[src/rtl/psubsb_pipe.sv]
// psubsb_pipe: packed signed-byte saturating subtract (out = in1 - in2 per lane, clamped to [-128,127]).
// Latency: 2 cycles from input handshake to out_valid; throughput 1 result/cycle.
// Backpressure: out/sat/out_valid hold while out_ready=0; in_ready drops once both stages are full.
//
// Ports:
//   clk, rst_n            clock (rising edge), asynchronous active-low reset
//   in_valid/in_ready     operand handshake; in1 = minuend, in2 = subtrahend, lane k = bits [8k+7:8k]
//   out_valid/out_ready   result handshake; out = packed saturated difference, sat = per-lane clamp flags
//   sat_sticky/clr_sticky sticky "some accepted result saturated"; a set beats a clear in the same cycle
// Optional: define PSUB_FLAGS_EN to add registered result flags zr (out==0), neg (out MSB), ov (|sat).
module psubsb_pipe #(
  parameter int LANES = 2
) (
  input  logic               clk,
  input  logic               rst_n,
  input  logic               in_valid,
  output logic               in_ready,
  input  logic [LANES*8-1:0] in1,
  input  logic [LANES*8-1:0] in2,
  output logic               out_valid,
  input  logic               out_ready,
  output logic [LANES*8-1:0] out,
  output logic [LANES-1:0]   sat,
  output logic               sat_sticky,
  input  logic               clr_sticky
`ifdef PSUB_FLAGS_EN
  ,
  output logic               zr,
  output logic               neg,
  output logic               ov
`endif
);

  localparam int W = LANES * 8;

  typedef struct packed {
    logic [W-1:0] a;
    logic [W-1:0] b;
  } opnd_t;

  opnd_t          s1_op;
  logic           s1_valid;
  logic           s2_adv;
  logic [W-1:0]   diff_dat;
  logic [LANES-1:0] diff_sat;
  logic [7:0]     a_l;
  logic [7:0]     b_l;
  logic [7:0]     d_l;

  // Stage 2 (the output register) drains when empty or when the consumer takes it.
  assign s2_adv   = s1_valid & (~out_valid | out_ready);
  // Depends only on state and out_ready, never on in_valid.
  assign in_ready = ~s1_valid | s2_adv;

  // Per-lane saturating subtract. Each lane is computed on its own 8 bits,
  // so no borrow can leak into the neighbouring lane. Overflow is only
  // possible when the operand signs differ and the result sign flips away
  // from the minuend's sign.
  always_comb begin
    diff_dat = '0;
    diff_sat = '0;
    a_l      = '0;
    b_l      = '0;
    d_l      = '0;
    for (int k = 0; k < LANES; k++) begin
      a_l = s1_op.a[8*k +: 8];
      b_l = s1_op.b[8*k +: 8];
      d_l = a_l - b_l;
      if ((a_l[7] != b_l[7]) && (d_l[7] != a_l[7])) begin
        diff_dat[8*k +: 8] = a_l[7] ? 8'h80 : 8'h7F;
        diff_sat[k]        = 1'b1;
      end else begin
        diff_dat[8*k +: 8] = d_l;
      end
    end
  end

  // Stage 1: operand capture.
  always_ff @(posedge clk or negedge rst_n) begin
    if (!rst_n) begin
      s1_valid <= 1'b0;
      s1_op    <= '0;
    end else begin
      if (in_valid && in_ready) begin
        s1_valid <= 1'b1;
        s1_op.a  <= in1;
        s1_op.b  <= in2;
      end else if (s2_adv) begin
        s1_valid <= 1'b0;
      end
    end
  end

  // Stage 2: result register, held while the consumer stalls.
  always_ff @(posedge clk or negedge rst_n) begin
    if (!rst_n) begin
      out_valid <= 1'b0;
      out       <= '0;
      sat       <= '0;
    end else begin
      if (s2_adv) begin
        out_valid <= 1'b1;
        out       <= diff_dat;
        sat       <= diff_sat;
      end else if (out_ready) begin
        out_valid <= 1'b0;
      end
    end
  end

  // Sticky saturation: only results actually taken by the consumer count.
  always_ff @(posedge clk or negedge rst_n) begin
    if (!rst_n) begin
      sat_sticky <= 1'b0;
    end else if (out_valid && out_ready && (|sat)) begin
      sat_sticky <= 1'b1;
    end else if (clr_sticky) begin
      sat_sticky <= 1'b0;
    end
  end

`ifdef PSUB_FLAGS_EN
  // Flags travel with the result so they stay aligned under back-pressure.
  always_ff @(posedge clk or negedge rst_n) begin
    if (!rst_n) begin
      zr  <= 1'b0;
      neg <= 1'b0;
      ov  <= 1'b0;
    end else if (s2_adv) begin
      zr  <= (diff_dat == '0);
      neg <= diff_dat[W-1];
      ov  <= |diff_sat;
    end
  end
`endif

endmodule

[config.mk]
export PLATFORM = sky130hd
export DESIGN_NAME = psubsb_pipe
export DESIGN_NICKNAME = d
export VERILOG_FILES = /design/src/rtl/psubsb_pipe.sv
export SDC_FILE = /design/constraint.sdc
export NUM_CORES = 1
export LEC_CHECK = 0
export ABC_CLOCK_PERIOD_IN_PS = 3400
export CAP_MARGIN = 20
export CORE_ASPECT_RATIO = 0.8
export CORE_UTILIZATION = 40
export CTS_BUF_LIST = sky130_fd_sc_hd__clkbuf_16
export DETAILED_ROUTE_END_ITERATION = 8
export PLACE_DENSITY = 0.63
export REMOVE_ABC_BUFFERS = 1
export SYNTH_ARGS = -nofsm -noshare
export SYNTH_HDL_FRONTEND = slang
export SYNTH_SLANG_ARGS = --single-unit
[constraint.sdc]
create_clock -name clk -period 3.4 [get_ports clk]
set_input_delay 0.68 -clock clk [delete_from_list [all_inputs] [get_ports clk]]
set_output_delay 0.68 -clock clk [all_outputs]
set_load 0.03 [all_outputs]
==> results by group, run 1 <==
Critical path
  • CP required: ~3.6 ns
  • Cell family with most CP delay: compound AO/OA/AOI/OAI gates
  • CP max stage cell: fa_1
  • R2R setup slack: 0.27 ns
  • Slowest cell delay on critical path: between 0.5 and 0.6 ns
  • Worst-path cell chain: inv_1 > ha_1 > nor2b_1 > o31ai_1 > a21o_1 > o31a_1 > fa_1 > or3b_4 > nand3_4 > o22ai_1 > a211oi_2
  • WP buf/inv: 1
  • Arrival time worst endpoint: around 3.3 ns
  • WS Path Type: register to register
  • CP startpoint kind: register
  • Worst-path fanout max: 8
  • CP Capture Type: register

Drt
  • Drt pass-1 iters: 4
  • Wire per inst: around 15 µm
  • Antenna viol nets, final: 0
  • WL final: 5830 µm
  • Drt drc: 0
  • Vias: 2,002
  • 1st-iter DRT viols: 76
  • Drt via density: 5.04

CTS
  • Clock buffer depth: 2
  • CTS Sinks: 53
  • Hold Buf Count CTS: 0
  • H-tree depth: 2
  • Setup Fix Bufs, Post-CTS: 0
  • Worst-path clk slew: 0.07 ns
  • CTS resizes: 0
  • Root Driver: clkbuf_16
  • Worst skew pair latency: ~0.29 ns
  • CTS buffer count: 5
  • CTS tree: done

Global route
  • Initial antenna violation count: 0
  • Remaining global-route overflow: 0
  • Vias in the first global route: between 1,500 and 2,000
  • Global-route wire length before repair: 9600 µm
  • Largest net degree at the start of global routing: 33
  • Gr usage total: 16.0%

Timing
  • Tmin final: 3.13 ns
  • Worst hold slack: 0.368 ns
  • Setup_tns: 0 ns
  • RSZ-0062 raised after global routing: no
  • Worst slew pin tran: 0.811 ns
  • Finish-stage setup viols: 0
  • Fin. Hold Viols: 0
  • Fmax: 0.319 GHz
  • Final Max Tran Viols: 0
  • Worst slew margin: 45.7%
  • Final period util: 92.2%
  • Final Skew: between 0.003 and 0.004 ns

Layout
  • # diodes: 0
  • Most common cell after layout, fill and taps aside: clkdlybuf4s50_1
  • Post-route insts no fill: a little under 400
  • Commonest cells after routing, fill and taps aside: clkdlybuf4s50_1 (56), dfrtp_1 (53), mux2_1 (32)
  • Layout cell share with drive strength beyond 1: 10.6%
  • Final net count: 364
  • Layout area overhead: 27.7%

Placement
  • # placed instances: ~390
  • PortBufs: 57
  • GP Congestion: 0.772
  • DPL Wire Length: 4330 µm

Floorplanning
  • Initial core utilization: a little over two fifths
  • Full die area: about 0.0076 mm²
  • I/O Pins: 58
  • Rows: 27
  • Chip width: 97.3 µm
  • Core area: 0.00696 mm²
  • Die height: 78.2 µm

Status
  • Status: complete, no violations

Power
  • Worst VDD drop: 0.404 mV
  • Pwr Density: 712 mW/mm²
  • Reg power frac: roughly 34%
  • Leak: 1.62 nW
  • Comb power frac: 44.0%
  • Clk pwr share: 21.7%
  • Switch Pwr: just under 1 mW
  • Int Pwr: 1.67 mW
  • Switching Fraction: 36.9%

Synth
  • Syn Inst Count: between 200 and 250
  • Seq/Total Area, Yosys: between 40 and 50%
  • Yosys warning total: 0
  • Synthesis-stage register bit count: 53
  • Post-synth EDFFs: 0
  • Synth cell types: 41
  • Cell area after synthesis: 0.00290 mm²
  • Fraction of registers with async set/reset: 100%
  • Synth Area per Inst: between 10 and 15 µm²
  • Most used DFF post-synth: dfrtp_1

Run
  • Max-Cap Viols: 0

Min path
  • Class of the worst hold path: primary input to async pin
==> power groups by stage <==
stage / Sequential, mW / Combinational, mW / Clock (mW)
2_1_floorplan: 1.10 / 0.570 / 0
3_3_place_gp: 0.918 / 1.15 / 0
3_5_place_dp: 0.919 / 1.17 / 0
4_1_cts: 0.908 / 1.17 / 0.589
5_1_grt: 0.929 / 1.26 / 0.609
6_report: 0.906 / 1.16 / 0.572
==> area by class of cell <==
type / instances / area (µm²)
Clock inverter: 3 / 41.3
Inverter: 23 / 86.3
Fill cell: 611 / 3250
Sequential cell: 53 / 1330
Multi-Input combinational cell: 167 / 1440
Tap cell: 87 / 109
Clock buffer: 5 / 125
Timing Repair Buffer: 59 / 581
==> path summary, 6_finish.rpt <==
check	startpoint	end	cells past startpoint
max	b_l[1]	out[13]	11
min	rst_n	s1_op[2]	1
max reg2reg	b_l[1]	out[13]	11
min reg2reg	out[0]	out[0]	2
max in group asynchronous	rst_n	out[9]	2
min in group clk	out[0]	out[0]	2
==> Yosys cell counts, drive strengths merged (2+ instances only) <==
cell     number  area [µm²]
nand3         4        32.5
a2111oi       4        85.1
mux2         32         360
a211oi        4        50.1
nand2b        4        27.5
o31a          2        17.5
o21ai         9        45.0
ha           14         175
o211a         3        30.0
or2           4        25.0
dfrtp        53        1330
nor2b         6        37.5
buf           5        50.0
nor2         16        60.1
nor3b         2        20.0
nand2        18        70.1
nand3b        2        22.5
o22a          4        35.0
o21a          8        60.1
o31ai         4        45.1
fa            4        80.1
a21oi         5        28.8
and2          2        12.5
inv          23        86.3
o211ai        2        15.0
a21o          5        37.5
o22ai         4        25.0
==> cell families after synthesis <==
logic type      Yosys count  synth area share (%)
simple gates             59                  11.0
compound gates           56                  16.8
flops                    53                  45.7
mux                      32                  12.4
buf+inv                  28                  4.70
fa+ha+maj                18                  8.79
xor+xnor                  2                 0.603
==> sequential cells by signal, summed over array words and instances, names as in the netlist <==
| register | cells |
|---|---|
| a_l | 8 |
| b_l | 8 |
| out | 16 |
| out_valid | 1 |
| s1_op | 16 |
| s1_valid | 1 |
| sat | 2 |
| sat_sticky | 1 |
==> per-stage QoR <==
step                      total power, mW  util [%]  instance area [µm²]  worst slack [ns]
after floorplan                      1.67         -                 2850             0.553
after global placement               2.07      50.9                 3540             0.325
after detailed placement             2.09      50.9                 3540             0.289
after CTS                            2.67      53.3                 3710             0.270
after global routing                 2.80      53.3                 3710            0.0799
final                                2.64      53.3                 3710             0.265
==> metal layers <==
layer,global-route usage (%),share of wire (%),vias up
li1,-,-,995
met1,23.8,53,957
met2,23.0,42,46
met3,3.92,3.9,4
met4,4.41,1.0,0
met5,0,0,-
==> worst reg2reg max path: stages, from the launching register on <==
cell,delay [ns]
dfrtp_1,0.39
inv_1,0.06
ha_1,0.26
nor2b_1,0.15
o31ai_1,0.35
a21o_1,0.20
o31a_1,0.19
fa_1,0.51
or3b_4,0.46
nand3_4,0.16
o22ai_1,0.10
a211oi_2,0.23
Note: power is estimated with default switching activity, not from simulation.
==> inputs of run 2 (changes only) <==
--- a/config.mk
+++ b/config.mk
@@ -7,11 +7,13 @@
 export LEC_CHECK = 0
 export ABC_CLOCK_PERIOD_IN_PS = 3400
 export CAP_MARGIN = 20
+export CELL_PAD_IN_SITES_DETAIL_PLACEMENT = 1
+export CELL_PAD_IN_SITES_GLOBAL_PLACEMENT = 1
 export CORE_ASPECT_RATIO = 0.8
 export CORE_UTILIZATION = 40
 export CTS_BUF_LIST = sky130_fd_sc_hd__clkbuf_16
 export DETAILED_ROUTE_END_ITERATION = 8
-export PLACE_DENSITY = 0.63
+export PLACE_DENSITY = 0.77
 export REMOVE_ABC_BUFFERS = 1
 export SYNTH_ARGS = -nofsm -noshare
 export SYNTH_HDL_FRONTEND = slang
==> run 2 against run 1 <==
  * Sequential cell count is the same
  * Worst setup slack worse by 0.0065 ns
  * Largest cell class unchanged
  * Clock power is 18% lower
  * Critical path type unchanged
  * Clock-buffer cell count unchanged
  * Non-clock buffer count up 1
  * Critical endpoint unchanged
==> results by group, run 2 (synthesis results as in run 1) <==
Status
  • Status: complete, no violations

Layout
  • Top Registers: out x16, s1_op x16
  • # diodes: 0
  • Most common cell after layout, fill and taps aside: clkdlybuf4s50_1
  • Layout area overhead: 26.8%
  • Layout cell share with drive strength beyond 1: between 10% and 20%
  • Commonest cells after routing, fill and taps aside: clkdlybuf4s50_1 (56), dfrtp_1 (53), mux2_1 (32)
  • Final net count: 365

Global route
  • Global-route wire length before repair: roughly 11,000 µm
  • Initial antenna violation count: 0
  • Gr usage total: 17.7%
  • Largest net degree at the start of global routing: 38
  • Global-route met2 utilization: between 20 and 30%
  • Gr busiest metal: met2
  • Met1 usage: 25.8%
  • GRT met3 Usage: 2.94%
  • Remaining global-route overflow: 0
  • Vias in the first global route: 2,163

Timing
  • Fin. Hold Viols: 0
  • Setup_tns: 0 ns
  • Final period util: 92.4%
  • RSZ-0062 raised after global routing: no
  • Worst slew pin tran: 0.628 ns
  • Finish-stage setup viols: 0
  • Worst slew margin: 58.1%
  • Fmax: ~0.32 GHz
  • Final Skew: 0.00717 ns
  • Final Max Tran Viols: 0
  • Worst hold slack: 0.304 ns
  • Tmin final: ~3.1 ns

CTS
  • Worst-path clk slew: 0.07 ns
  • CTS resizes: 0
  • Root Driver: clkbuf_16
  • Setup Fix Bufs, Post-CTS: 0
  • Hold Buf Count CTS: 0
  • Worst skew pair latency: between 0.2 and 0.3 ns
  • CTS tree: done
  • CTS buffer count: 5
  • CTS Sinks: 53
  • Clock buffer depth: 2
  • H-tree depth: 2

Power
  • Switching Fraction: a little under two fifths
  • Pwr Density: 695 mW/mm²
  • Leak: about 1.6 nW
  • Worst VDD drop: 0.325 mV
  • Reg power frac: 35.5%
  • Comb power frac: 46.1%
  • Clk pwr share: 18.4%
  • Int Pwr: 1.59 mW
  • Switch Pwr: 0.970 mW

Drt
  • 1st-iter DRT viols: 55
  • Vias: 2,034
  • Drt pass-1 iters: 6
  • Antenna viol nets, final: 0
  • Drt drc: 0
  • Wire per inst: 15.4 µm
  • WL final: roughly 6000 µm
  • Drt via density: 5.12

Placement
  • DPL Wire Length: 4690 µm
  • GP Congestion: 0.789
  • PortBufs: 57

Critical path
  • CP required: 3.60 ns
  • WS Path Type: register to register
  • Worst-path fanout max: 8
  • CP startpoint kind: register
  • Arrival time worst endpoint: 3.34 ns
  • CP Capture Type: register

Floorplanning
  • Chip width: 97.3 µm
  • Full die area: 0.00761 mm²
  • Die height: 78.2 µm
  • Rows: 27
  • Initial core utilization: 41.7%
  • I/O Pins: 58
  • Core area: about 0.007 mm²

Min path
  • Class of the worst hold path: primary input to async pin

Run
  • Max-Cap Viols: 0
## run 2: cell types whose count changed in the layout (fill, tap and decap cells not counted)
cell / before / now
buf_4: 2 / 3
clkinvlp_4: 1 / 0
inv_1: 23 / 24
bufinv_16: 1 / 0
## run 2: power groups by stage
stage                     clock [mW]  combinational [mW]  sequential, mW
final                          0.470                1.18           0.910
after global routing           0.510                1.28           0.933
after CTS                      0.486                1.19           0.913
after detailed placement           0                1.18           0.924
after global placement             0                1.16           0.916
after floorplan                    0               0.570            1.10
## run 2: layer usage
layer	routed length [µm]	vias to the layer above
met5	0	-
met4	35	0
met3	147	2
met2	2760	28
met1	3180	1001
li1	-	1003
## run 2: final timing paths
path / startpoint / endpoint / slack, ns / depth (start not counted)
max: b_l[1] / out[13] / 0.26 / 11
min reg2reg: out[8] / out[8] / 0.48 / 2
min: rst_n / s1_op[16] / 0.30 / 1
max in group asynchronous: rst_n / out[9] / 2.29 / 2
min in group clk: out[8] / out[8] / 0.48 / 2
max reg2reg: b_l[1] / out[13] / 0.26 / 11
## run 2: layout make-up
class	instances	area (µm²)
fillers	771	3280
flip-flops and latches	53	1330
repair buffers	60	588
multi-input cells	167	1440
clock inverters	2	7.51
clock buffers	5	125
well taps	87	109
inverters	23	86.3
## run 2: worst max-delay path, stage by stage, from the launching register on
cell and delay (ns):
dfrtp_1 0.38, inv_1 0.06, ha_1 0.25, nor2b_1 0.15, o31ai_1 0.35, a21o_1 0.21, o31a_1 0.19, fa_1 0.52
or3b_4 0.46, nand3_4 0.15, o22ai_1 0.10, a211oi_2 0.23
## run 2: through the flow
step	cells	utilization (%)	area (µm²)	worst slack, ns	total power, mW
final	397	52.9	3680	0.259	2.56
after global routing	397	52.9	3680	0.0425	2.72
after CTS	397	52.9	3680	0.221	2.59
after detailed placement	390	51.0	3550	0.246	2.10
after global placement	390	51.0	3550	0.343	2.07
after floorplan	243	-	2850	0.553	1.67
==> inputs of run 3 (changes only) <==
--- a/config.mk
+++ b/config.mk
@@ -10,10 +10,10 @@
 export CELL_PAD_IN_SITES_DETAIL_PLACEMENT = 1
 export CELL_PAD_IN_SITES_GLOBAL_PLACEMENT = 1
 export CORE_ASPECT_RATIO = 0.8
-export CORE_UTILIZATION = 40
+export CORE_UTILIZATION = 41
 export CTS_BUF_LIST = sky130_fd_sc_hd__clkbuf_16
 export DETAILED_ROUTE_END_ITERATION = 8
-export PLACE_DENSITY = 0.77
+export PLACE_DENSITY = 0.78
 export REMOVE_ABC_BUFFERS = 1
 export SYNTH_ARGS = -nofsm -noshare
 export SYNTH_HDL_FRONTEND = slang
==> run 3 against run 2 <==
  * Fmax down 1.3%
  * Hold slack better by 0.019 ns
  * Cell area up 0.51%
  * Highest routed layer unchanged
  * Global-route usage increased by 2.0 points
  * Wire length increased by 3.5%
  * Via count is 0.59% higher
  * Largest cell class unchanged
==> results by group, run 3 (synthesis results as in run 1) <==
Status
  • Status: complete, no violations

Timing
  • Final Max Tran Viols: 0
  • Worst setup margin: ~0.22 ns
  • RSZ-0062 raised after global routing: no
  • Fmax: 0.314 GHz
  • Final Skew: approximately 0.0026 ns
  • Tmin final: between 3 and 4 ns
  • Final period util: 93.6%
  • Setup_tns: 0 ns
  • Worst hold slack: about 0.32 ns
  • Finish-stage setup viols: 0
  • Worst slew margin: 54.0%
  • Fin. Hold Viols: 0
  • Worst slew pin tran: 0.690 ns

Placement
  • DPL Wire Length: 4850 µm
  • Worst slack, placed: a little under 0.3 ns
  • GP Congestion: 0.762
  • PortBufs: 57

Layout
  • Final net count: 365
  • Top Registers: out x16, s1_op x16
  • Layout area overhead: 27.5%
  • Most common cell after layout, fill and taps aside: clkdlybuf4s50_1
  • Commonest cells after routing, fill and taps aside: clkdlybuf4s50_1 (56), dfrtp_1 (53), mux2_1 (32)
  • Layout cell share with drive strength beyond 1: 10.9%
  • Fill cells: between 700 and 800
  • # diodes: 0

Critical path
  • Worst-path fanout max: 8
  • CP startpoint kind: register
  • CP max stage cell: fa_1
  • Arrival time worst endpoint: 3.40 ns
  • CP required: about 3.6 ns
  • WS Path Type: register to register
  • Worst-path cell chain: inv_1 > ha_1 > nor2b_1 > o31ai_1 > a21o_1 > o31a_1 > fa_1 > or3b_4 > nand3_4 > o22ai_1 > a211oi_2
  • Slowest cell delay on critical path: between 0.5 and 0.6 ns
  • CP Capture Type: register

CTS
  • Setup Fix Bufs, Post-CTS: 0
  • H-tree depth: 2
  • CTS buffer count: 5
  • Root Driver: clkbuf_16
  • CTS resizes: 0
  • Worst-path clk slew: 0.07 ns
  • CTS Sinks: 53
  • Clock buffer depth: 2
  • CTS tree: done
  • Hold Buf Count CTS: 0
  • Worst skew pair latency: 0.30 ns

Drt
  • Drt pass-1 iters: 4
  • Drt drc: 0
  • Wire per inst: between 15 and 20 µm
  • 1st-iter DRT viols: 37
  • WL final: 6340 µm
  • Drt via density: 5.14
  • Vias: 2,046
  • Antenna viol nets, final: 0

Floorplanning
  • Full die area: 0.00743 mm²
  • Initial core utilization: 42.3%
  • Rows: 27
  • I/O Pins: 58
  • Chip width: a little under 100 µm
  • Die height: ~77 µm
  • Core area: ~0.0069 mm²

Power
  • Worst VDD drop: about 0.33 mV
  • Pwr Density: 701 mW/mm²
  • Leak: 1.63 nW
  • Power Total: 2.60 mW

Run
  • Max-Cap Viols: 0

Global route
  • Initial antenna violation count: 0
  • Remaining global-route overflow: 0
  • Largest net degree at the start of global routing: 34
  • Gr usage total: 19.7%
  • Vias in the first global route: around 2,200
  • Global-route wire length before repair: 11,100 µm

Min path
  • Class of the worst hold path: primary input to async pin
==> run 3: critical path, delay by kind of cell, from the launching register on <==
family | cells | cell delay (ns)
buffers and inverters | 1 | 0.06
flip-flops | 1 | 0.39
adder cells (fa/ha/maj) | 2 | 0.77
AND/OR/NAND/NOR | 3 | 0.77
AO/OA/AOI/OAI | 5 | 1.10
==> run 3: layout make-up <==
class                   instances  area, µm²  area share [%]
repair buffers                 60        601            16.2
multi-input cells             167       1440            38.9
clock buffers                   5        125            3.38
flip-flops and latches         53       1330            35.8
inverters                      23       86.3            2.33
clock inverters                 3       13.8           0.372
well taps                      87        109            2.94
==> run 3: layer usage <==
layer | vias to the layer above | part of all wire, % | GRT usage (%)
met5 | - | 0 | 0
met4 | 0 | 1.3 | 5.97
met3 | 7 | 3.2 | 4.37
met2 | 33 | 44 | 28.9
met1 | 1015 | 51 | 28.7
li1 | 991 | - | -
==> run 3: power by group <==
group	switching [mW]	internal, mW	leakage [nW]	total, mW
sequential	0.120	0.791	0.619	0.911
clock	0.235	0.268	0.0748	0.503
combinational	0.646	0.536	0.933	1.18
total	1.00	1.60	1.63	2.60
==> run 3: path summary, 6_finish.rpt <==
kind,from,to,slack (ns),cells past startpoint
max,b_l[1],out[14],0.22,11
min,rst_n,s1_op[1],0.32,1
max reg2reg,b_l[1],out[14],0.22,11
min reg2reg,b_l[3],b_l[3],0.49,1
max in group asynchronous,rst_n,b_l[2],2.28,2
min in group clk,b_l[3],b_l[3],0.49,1
==> run 3: stage by stage <==
stage | cells | area (µm²) | util, %
after floorplan | 243 | 2850 | -
after global placement | 390 | 3560 | 52.0
after detailed placement | 390 | 3560 | 52.0
after CTS | 398 | 3700 | 54.0
after global routing | 398 | 3700 | 54.0
final | 398 | 3700 | 54.0
